File: config.mk
export PLATFORM = sky130hd
export DESIGN_NAME = tristate_bus_arbiter
export DESIGN_NICKNAME = d
export VERILOG_FILES = /design/src/rtl/tristate_bus_pkg.sv /design/src/rtl/tristate_bus_arbiter_rr_pick.sv /design/src/rtl/tristate_bus_arbiter.sv
export SDC_FILE = /design/constraint.sdc
export NUM_CORES = 1
export LEC_CHECK = 0
export ABC_AREA = 1
export BUFFER_PORTS_ARGS = -buffer_cell sky130_fd_sc_hd__buf_2
export CAP_MARGIN = 20
export CORE_MARGIN = 1.5
export CORE_UTILIZATION = 50
export CTS_CLUSTER_DIAMETER = 80
export DETAILED_ROUTE_END_ITERATION = 8
export PLACE_DENSITY = 0.85
export SYNTH_ARGS = -nofsm -noshare
export SYNTH_HDL_FRONTEND = slang
export SYNTH_HIERARCHICAL = 1
export SYNTH_SLANG_ARGS = --single-unit
export TNS_END_PERCENT = 100
File: constraint.sdc
create_clock -name clk -period 1.47 [get_ports clk]
set_input_delay 0.2205 -clock clk [delete_from_list [all_inputs] [get_ports clk]]
set_output_delay 0.2205 -clock clk [all_outputs]
set_load 0.03 [all_outputs]
File: src/rtl/tristate_bus_pkg.sv
// Shared definitions for the tristate bus arbiter.
// Contents:
//   WIDTH     - data width of each tristate driver that the enables control
//   state_e   - arbiter FSM states (IDLE, GRANT, TURN)
//   wrap_add  - modular index addition for round-robin index arithmetic
package tristate_bus_pkg;

  localparam int WIDTH = 4;

  typedef enum logic [1:0] {
    ST_IDLE  = 2'd0,
    ST_GRANT = 2'd1,
    ST_TURN  = 2'd2
  } state_e;

  // (a + b) mod n, valid for a < n and b < n so a single subtract suffices
  function automatic int wrap_add(input int a, input int b, input int n);
    int sum;
    sum = a + b;
    return (sum >= n) ? (sum - n) : sum;
  endfunction

endpackage

File: src/rtl/tristate_bus_arbiter_rr_pick.sv
// Combinational round-robin priority select.
// Ports:
//   req   [N-1:0]     request vector
//   ptr   [IDX_W-1:0] index where the upward search begins
//   found             any request bit set
//   idx   [IDX_W-1:0] first set request at or above ptr, wrapping N-1 -> 0
module rr_pick
  import tristate_bus_pkg::*;
#(
  parameter int N     = 4,
  parameter int IDX_W = $clog2(N)
) (
  input  logic [N-1:0]     req,
  input  logic [IDX_W-1:0] ptr,
  output logic             found,
  output logic [IDX_W-1:0] idx
);

  logic [2*N-1:0] dbl_s;
  logic [N-1:0]   rot_s;

  // Rotate requests so ptr lands at bit 0, then take the lowest set bit.
  always_comb begin
    dbl_s = {req, req} >> ptr;
    rot_s = dbl_s[N-1:0];
    found = |req;
    idx   = {IDX_W{1'b0}};
    // Scan downward so the lowest rotated position is the last one written.
    for (int i = N - 1; i >= 0; i--) begin
      idx = rot_s[i] ? IDX_W'(wrap_add(int'(ptr), i, N)) : idx;
    end
  end

endmodule

File: src/rtl/tristate_bus_arbiter.sv
// Output-enable controller for N drivers sharing one tristate net.
// Round-robin grant, bounded hold per ownership, and all-off turnaround
// cycles between owners so at most one driver is ever enabled.
// Ports:
//   clk         rising-edge clock
//   reset_n     asynchronous active-low reset
//   req   [N]   per-driver bus request (level)
//   done  [N]   early release pulse, honoured only from the current owner
//   en    [N]   registered one-hot-or-zero driver enables
//   owner       index of the current owner (meaningful while busy)
//   busy        high while any en bit is high
//   turnaround  high during the all-off gap between owners
module tristate_bus_arbiter
  import tristate_bus_pkg::*;
#(
  parameter int N           = 4,
  parameter int MAX_HOLD    = 8,
  parameter int TURN_CYCLES = 1
) (
  input  logic                 clk,
  input  logic                 reset_n,
  input  logic [N-1:0]         req,
  input  logic [N-1:0]         done,
  output logic [N-1:0]         en,
  output logic [$clog2(N)-1:0] owner,
  output logic                 busy,
  output logic                 turnaround
);

  localparam int IDX_W  = $clog2(N);
  localparam int HOLD_W = $clog2(MAX_HOLD + 1);
  localparam int TURN_W = $clog2(TURN_CYCLES + 1);

  localparam logic [HOLD_W-1:0] HOLD_LIMIT = HOLD_W'(MAX_HOLD);
  localparam logic [HOLD_W-1:0] HOLD_ONE   = HOLD_W'(1);
  localparam logic [TURN_W-1:0] TURN_LIMIT = TURN_W'(TURN_CYCLES);
  localparam logic [TURN_W-1:0] TURN_ONE   = TURN_W'(1);

  state_e            state_r;
  logic [HOLD_W-1:0] hold_r;
  logic [TURN_W-1:0] turn_r;
  logic [IDX_W-1:0]  ptr_r;
  logic [IDX_W-1:0]  owner_r;
  logic [N-1:0]      en_r;
  logic              busy_r;
  logic              turnaround_r;

  logic              pick_found_s;
  logic [IDX_W-1:0]  pick_idx_s;
  logic              release_s;
  logic [IDX_W-1:0]  ptr_next_s;

  function automatic logic [N-1:0] onehot(input logic [IDX_W-1:0] i);
    logic [N-1:0] one;
    one = N'(1);
    return one << i;
  endfunction

  rr_pick #(
    .N     (N),
    .IDX_W (IDX_W)
  ) u_rr_pick (
    .req   (req),
    .ptr   (ptr_r),
    .found (pick_found_s),
    .idx   (pick_idx_s)
  );

  // Release conditions for the current owner; other indices are ignored.
  always_comb begin
    release_s  = done[owner_r] | ~req[owner_r] | (hold_r == HOLD_LIMIT);
    ptr_next_s = IDX_W'(wrap_add(int'(owner_r), 1, N));
  end

  // Arbitration FSM; all outputs are registered here.
  always_ff @(posedge clk or negedge reset_n) begin
    if (!reset_n) begin
      state_r      <= ST_IDLE;
      hold_r       <= {HOLD_W{1'b0}};
      turn_r       <= {TURN_W{1'b0}};
      ptr_r        <= {IDX_W{1'b0}};
      owner_r      <= {IDX_W{1'b0}};
      en_r         <= {N{1'b0}};
      busy_r       <= 1'b0;
      turnaround_r <= 1'b0;
    end else begin
      case (state_r)
        ST_IDLE: begin
          if (pick_found_s) begin
            state_r <= ST_GRANT;
            owner_r <= pick_idx_s;
            en_r    <= onehot(pick_idx_s);
            busy_r  <= 1'b1;
            hold_r  <= HOLD_ONE;
          end else begin
            state_r <= ST_IDLE;
          end
        end
        ST_GRANT: begin
          if (release_s) begin
            // Released owner moves to lowest priority for the next search.
            state_r      <= ST_TURN;
            en_r         <= {N{1'b0}};
            busy_r       <= 1'b0;
            hold_r       <= {HOLD_W{1'b0}};
            turn_r       <= TURN_ONE;
            turnaround_r <= 1'b1;
            ptr_r        <= ptr_next_s;
          end else begin
            hold_r <= hold_r + HOLD_ONE;
          end
        end
        ST_TURN: begin
          if (turn_r == TURN_LIMIT) begin
            turn_r       <= {TURN_W{1'b0}};
            turnaround_r <= 1'b0;
            if (pick_found_s) begin
              state_r <= ST_GRANT;
              owner_r <= pick_idx_s;
              en_r    <= onehot(pick_idx_s);
              busy_r  <= 1'b1;
              hold_r  <= HOLD_ONE;
            end else begin
              state_r <= ST_IDLE;
            end
          end else begin
            turn_r <= turn_r + TURN_ONE;
          end
        end
        default: begin
          state_r      <= ST_IDLE;
          en_r         <= {N{1'b0}};
          busy_r       <= 1'b0;
          hold_r       <= {HOLD_W{1'b0}};
          turn_r       <= {TURN_W{1'b0}};
          turnaround_r <= 1'b0;
        end
      endcase
    end
  end

  assign en         = en_r;
  assign owner      = owner_r;
  assign busy       = busy_r;
  assign turnaround = turnaround_r;

endmodule

## Yosys cells after proc, flatten, opt, wreduce, memory -nomap -nowiden

Index checks and enable logic that the tools add are counted.

| operators by class | value |
|---|---|
| $add $sub $neg | 11 |
| $lt $le $gt $ge | 6 |
| equal/unequal tests | 5 |
| shift-type cells | 2 |
| multiplexer cells | 37 |
| bitwise operators | 4 |
| reductions and logical operators | 8 |

Operators by type and width:

| operator | count |
|---|---|
| $mux 2 | 13 |
| $mux 4 | 6 |
| $pmux 4 s3 | 2 |
| $ge 3x3->1 const B | 4 |
| $sub 2x1->2 const B | 5 |
| $mux 1 | 9 |
| $pmux 1 s3 | 3 |
| $reduce_and 2->1 | 4 |
| $shr 8x2->4 | 1 |
| $add 2x1->3 const B | 2 |
| $add 2x2->3 const B | 2 |
| $pmux 2 s3 | 1 |
| $add 4x1->4 const B | 1 |
| $bmux 1 s2 | 2 |
| $eq 4x4->1 const B | 1 |
| $ne 2x2->1 const B | 2 |
| $pmux 2 s2 | 1 |
| $reduce_or 4->1 | 1 |
| $shl 1x2->4 const A | 1 |
| $ge 2x3->1 const B | 1 |
| $lt 2x3->1 const B | 1 |
| $reduce_and 3->1 | 1 |
| $eq 2x1->1 const B | 1 |
| $eq 2x2->1 const B | 1 |
| other kinds (5) | 7 |

| storage, ports and cells | value |
|---|---|
| flip-flop bits (word level) | 17 |
| input bits | 10 |
| output and inout bits | 8 |
| word-level logic and storage cells | 81 |

## Longest topological paths before layout

| depth | value |
|---|---|
| word-level depth | 11 |
| depth in mapped cells | 13 |
| mapped depth without buffers | 12 |

## By module

Netlist, hierarchy kept.

By module, submodules not included:

| module | times used | cells each | area each (um2) | sequential area each (um2) |
|---|---|---|---|---|
| tristate_bus_arbiter | 1 | 122 | 980.9 | 425.4 |
| rr_pick | 1 | 47 | 227.7 | 0.0 |

## Worst setup path before layout

No wires, ideal clock.

| path | value |
|---|---|
| kind | reg2reg |
| start | register ptr_r[0] |
| end | register en_r[1], in the netlist en[1] |
| library setup time | 0.074 ns |
| arrival time | 1.310 ns |
| data required time | 1.396 ns |
| slack | 0.086 ns |
| cell stages (with the launch flop) | 13 |
| buffers on the path | 1 |
| clock period less this slack | 1.384 ns |
| path through | dfrtp_1 -> buf_6 -> o21ai_2 -> nand2_1 -> nand2_2 -> nand2_1 -> nand2_1 -> inv_1 -> nand2_1 -> nand2_1 -> inv_1 -> nand3_1 -> o21ai_2 |

| on the way | value |
|---|---|
| cells in the longest elaborated chain, start to end | 11 |
| elaborated cells on any way between the ends | 24 |
| those cells by class | add/sub (7); order compare (4); shift (2); mux (11) |

Ends and longest elaborated chain:

| what | RTL line | text |
|---|---|---|
| start: declaration | tristate_bus_arbiter.sv:42 | `logic [IDX_W-1:0] ptr_r;` |
| start signal: assignment | tristate_bus_arbiter.sv:81 | `ptr_r <= {IDX_W{1'b0}};` |
| start signal: assignment | tristate_bus_arbiter.sv:108 | `ptr_r <= ptr_next_s;` |
| $add 2x2->3 | tristate_bus_pkg.sv:19 | `sum = a + b;` |
| $ge 3x3->1 / $sub 2x1->2 (equally long branches) | tristate_bus_pkg.sv:20 | `return (sum >= n) ? (sum - n) : sum;` |
| $mux 2 | tristate_bus_pkg.sv:20 |  |
| $mux 2 (3 in series) | tristate_bus_arbiter_rr_pick.sv:30 | `idx = rot_s[i] ? IDX_W'(wrap_add(int'(ptr), i, N)) : idx;` |
| $mux 2 (*) | tristate_bus_arbiter_rr_pick.sv:30 |  |
| named net pick_idx_s[1] | tristate_bus_arbiter.sv:49 | `logic [IDX_W-1:0] pick_idx_s;` |
| $shl 1x2->4 (*) | tristate_bus_arbiter.sv:56 | `return one << i;` |
| $mux 4 (*) | tristate_bus_arbiter.sv:89, tristate_bus_arbiter.sv:117 |  |
| $mux 4 | tristate_bus_arbiter.sv:114 | `if (turn_r == TURN_LIMIT) begin` |
| $pmux 4 s3 (*) | tristate_bus_arbiter.sv:87 | `case (state_r)` |
| end signal: assignment | tristate_bus_arbiter.sv:83 | `en_r <= {N{1'b0}};` |
| end signal: assignment | tristate_bus_arbiter.sv:92 | `en_r <= onehot(pick_idx_s);` |
| end signal: assignment | tristate_bus_arbiter.sv:120 | `en_r <= onehot(pick_idx_s);` |
| end: declaration | tristate_bus_arbiter.sv:44 | `logic [N-1:0] en_r;` |

Mark *: on every way through the listed nets, which the timed path passes. The rest lies on a longest branch. The select of a mux whose other input is x is not followed.
A chain may end at the register's enable or synchronous reset.

## Final worst setup path

| path | value |
|---|---|
| start | register ptr_r[0] |
| end | register en_r[0], in the netlist en[0] |

Same word-level chain as after synthesis.

==> flow_summary.ini <==
[run_status]
status = complete, but fails checks
violations = setup timing

[logic_synthesis]
syn_inst = 169
synth_warnings = 6
yosysSeqAreaShare_pct = 35.2
synth_nets = 185
yosysUniqueCellTypes = 24
synth-seq-cells = 17
syn_area_um2 = 1210
avgSynthCellArea_um2 = 7.15

[pwr]
vdd_drop_max_mv = 1.34
leakage_nw = 0.878
power_density_nw_per_um2 = 2390
power.total_w = 0.00389

[timing]
skew_ps = 0.982
period_share_pct = 107
slew_headroom_pct = 72.8
fmax_mhz = 636
setup_viol = 4
tightestPinTransition_ps = 408
fin_crit_ps = 1570
rsz0062_at_grt = yes
worst_slack_ps = -103
slew_violations = 0
hold_slack_ps = 370
hold_viol = 0

[global_routing]
antenna_found_initial = 0
grt_max_degree = 18
grt-ovfl-total = 0
first_global_vias = 1144
grt_util_met1_pct = 30.1
met3_usage_pct = 2.87
gr-usage-met2_pct = 41.1
track_usage_pct = 23.8
grt.busiest_layer = met2
grt_pass1_wl_mm = 4.81

[run]
max_cap_viol_count = 0

[placement]
finalWeightedCongestion = 0.902
port_buffers = 17
hpwl_mm = 2.05
dpl_cell_area_um2 = 1380
dp_cells = 221

[cts]
cts_max_level = 1
clk_latency_ps = 300
cts_buffers = 3
clk_path_buf_depth = 2
cts_tree = built
root_buffer = clkbuf_4
clock-sinks = 17
clk_pin_slew_ps = 100

[floorplanning]
die-area_um2 = 2720
pin_count = 18
core_um2 = 2250
placementRows = 17
dieHeight_um = 52.2
start_util_pct = 53.6
die_x_um = 52.2

[detailed_routing]
first_pass_iters = 4
vias = 1257
ant_nets = 0
route.detailed.drc = 0
vias_per_cell = 5.37
first_iter_violations = 52
detail_route.wl_per_cell_um = 13.3
drt-total-wl_mm = 3.12

[final_layout]
regArea_um2 = 428
fin_area_um2 = 1630
layout-drive-gt1-share_pct = 47.6
final_util_pct = 72.2
stdcell_count = 234
multi_input_area_um2 = 797
layout.nets = 223
fillers = 172
syn_to_final_growth_pct = 34.7
diodes = 0

[setup_path]
crit_family = flip-flops
path_buf_inv = 1
path_max_fanout = 8
crit_chain = o21ai_2 > nand2_1 > nand2_2 > o21ai_1 > nand2_1 > nand2_4 > inv_2 > nand3_2 > o21ai_1
cp-start-kind = register
ff2ff_setup_slack_ps = -100
cp_data_required_time_ps = 1700
crit_type = register to register
worstPathArrival_ps = 1810
critPathSlowestCell = dfrtp_2
cp-end-kind = register
cpPeakStageDelay_ps = 510

[worst_hold_path]
hold_class = input port to asynchronous set/reset pin
==> cell usage in the layout (no fill, tap or decap), types with 2 or more instances in the layout <==
| master | netlist | routed |
|---|---|---|
| o22ai_1 | 2 | 2 |
| a21oi_1 | 3 | 2 |
| nor2_4 | 1 | 2 |
| inv_2 | 7 | 11 |
| o21ai_2 | 3 | 4 |
| dfrtp_1 | 17 | 15 |
| inv_4 | 1 | 2 |
| o21ai_1 | 6 | 7 |
| inv_1 | 26 | 21 |
| nand2_1 | 50 | 41 |
| nand3_2 | 1 | 12 |
| nand2_2 | 10 | 15 |
| nand3_1 | 13 | 2 |
| o21ai_0 | 5 | 3 |
| nand2_4 | 2 | 6 |
| ha_2 | 0 | 2 |
| nand3_4 | 1 | 2 |
| buf_4 | 0 | 15 |
| clkbuf_4 | 0 | 3 |
| buf_2 | 0 | 17 |
| xor2_1 | 2 | 2 |
| nor2_1 | 5 | 4 |
| nand4_1 | 3 | 3 |
| dfrtp_2 | 0 | 2 |
| ha_1 | 6 | 3 |
| nor2_2 | 2 | 2 |
==> area by class of cell <==
cell class | instances | share of cell area (%)
sequential | 17 | 26.3
tap | 28 | 2.15
clock inverter | 1 | 0.307
clock buffer | 3 | 1.38
inverter | 34 | 8.15
timing repair buffer | 33 | 12.8
multi-input combinational | 118 | 49.0
==> report_power, final <==
part	switching [W]	internal, W
Clock	0.000163	0.000102
Combinational	0.00173	0.00106
Sequential	0.000180	0.000646
Total	0.00208	0.00181
==> state kept, by name, indices dropped and copies added, names as in the netlist <==
| register | cells |
|---|---|
| owner | 2 |
| ptr_r | 2 |
| en | 4 |
| state_r | 2 |
| busy | 1 |
| turn_r | 1 |
| turnaround | 1 |
| hold_r | 4 |
==> stage by stage <==
| step | TNS, ps | setup slack (ps) |
|---|---|---|
| detailed placement | -325 | -90.6 |
| CTS | 0 | 0.510 |
| floorplan | 0 | 86.2 |
| global placement | -31.6 | -24.5 |
| global route | -988 | -194 |
| finish | -342 | -103 |
==> metal layers <==
metal  vias to the layer above  share of wire [%]
met1                       593                 41
met2                        48                 51
met5                         -                  0
met4                         0                2.3
met3                        11                6.2
li1                        605                  -
==> worst paths after layout <==
| check | from | endpoint | depth (start not counted) |
|---|---|---|---|
| worst max-delay path | ptr_r[0] | en[0] | 9 |
| max in group asynchronous | reset_n | ptr_r[1] | 2 |
| min in group clk | busy | busy | 2 |
| worst max register to register | ptr_r[0] | en[0] | 9 |
| worst min-delay path | reset_n | en[1] | 2 |
| worst min register to register | busy | busy | 2 |
==> Yosys cell counts <==
library cell / n / area (um2)
a21oi_1: 3 / 15.0
buf_6: 1 / 11.3
dfrtp_1: 17 / 425
ha_1: 6 / 75.1
inv_1: 26 / 97.6
inv_2: 7 / 26.3
inv_4: 1 / 6.26
nand2_1: 50 / 188
nand2_2: 10 / 62.6
nand2_4: 2 / 22.5
nand3_1: 13 / 65.1
nand3_2: 1 / 10.0
nand3_4: 1 / 17.5
nand4_1: 3 / 18.8
nor2_1: 5 / 18.8
nor2_2: 2 / 12.5
nor2_4: 1 / 11.3
nor3_1: 1 / 5.00
o21ai_0: 5 / 25.0
o21ai_1: 6 / 30.0
o21ai_2: 3 / 26.3
o22ai_1: 2 / 12.5
xnor2_1: 1 / 8.76
xor2_1: 2 / 17.5
==> logic make-up (layout without fill, tap and decap cells) <==
| family | Yosys count | in the layout | share of synthesized area, % |
|---|---|---|---|
| AOI/OAI and AO/OA | 19 | 19 | 9.01 |
| xor gates and xnor gates | 3 | 3 | 2.17 |
| adders and majority gates | 6 | 6 | 6.21 |
| buffers and inverters | 35 | 71 | 11.7 |
| DFF | 17 | 17 | 35.2 |
| and+or+nand+nor | 89 | 90 | 35.7 |
==> repair_timing <==
item                       4_1_cts  5_1_grt
pin swaps                        6       19
setup endpoints to repair        4       14
gates resized for setup          7       37
setup buffers                    2        5
hold endpoints to repair        17        0
hold buffers                     1        0
gates cloned                     1        0
Power figures use the tool's default switching activity.
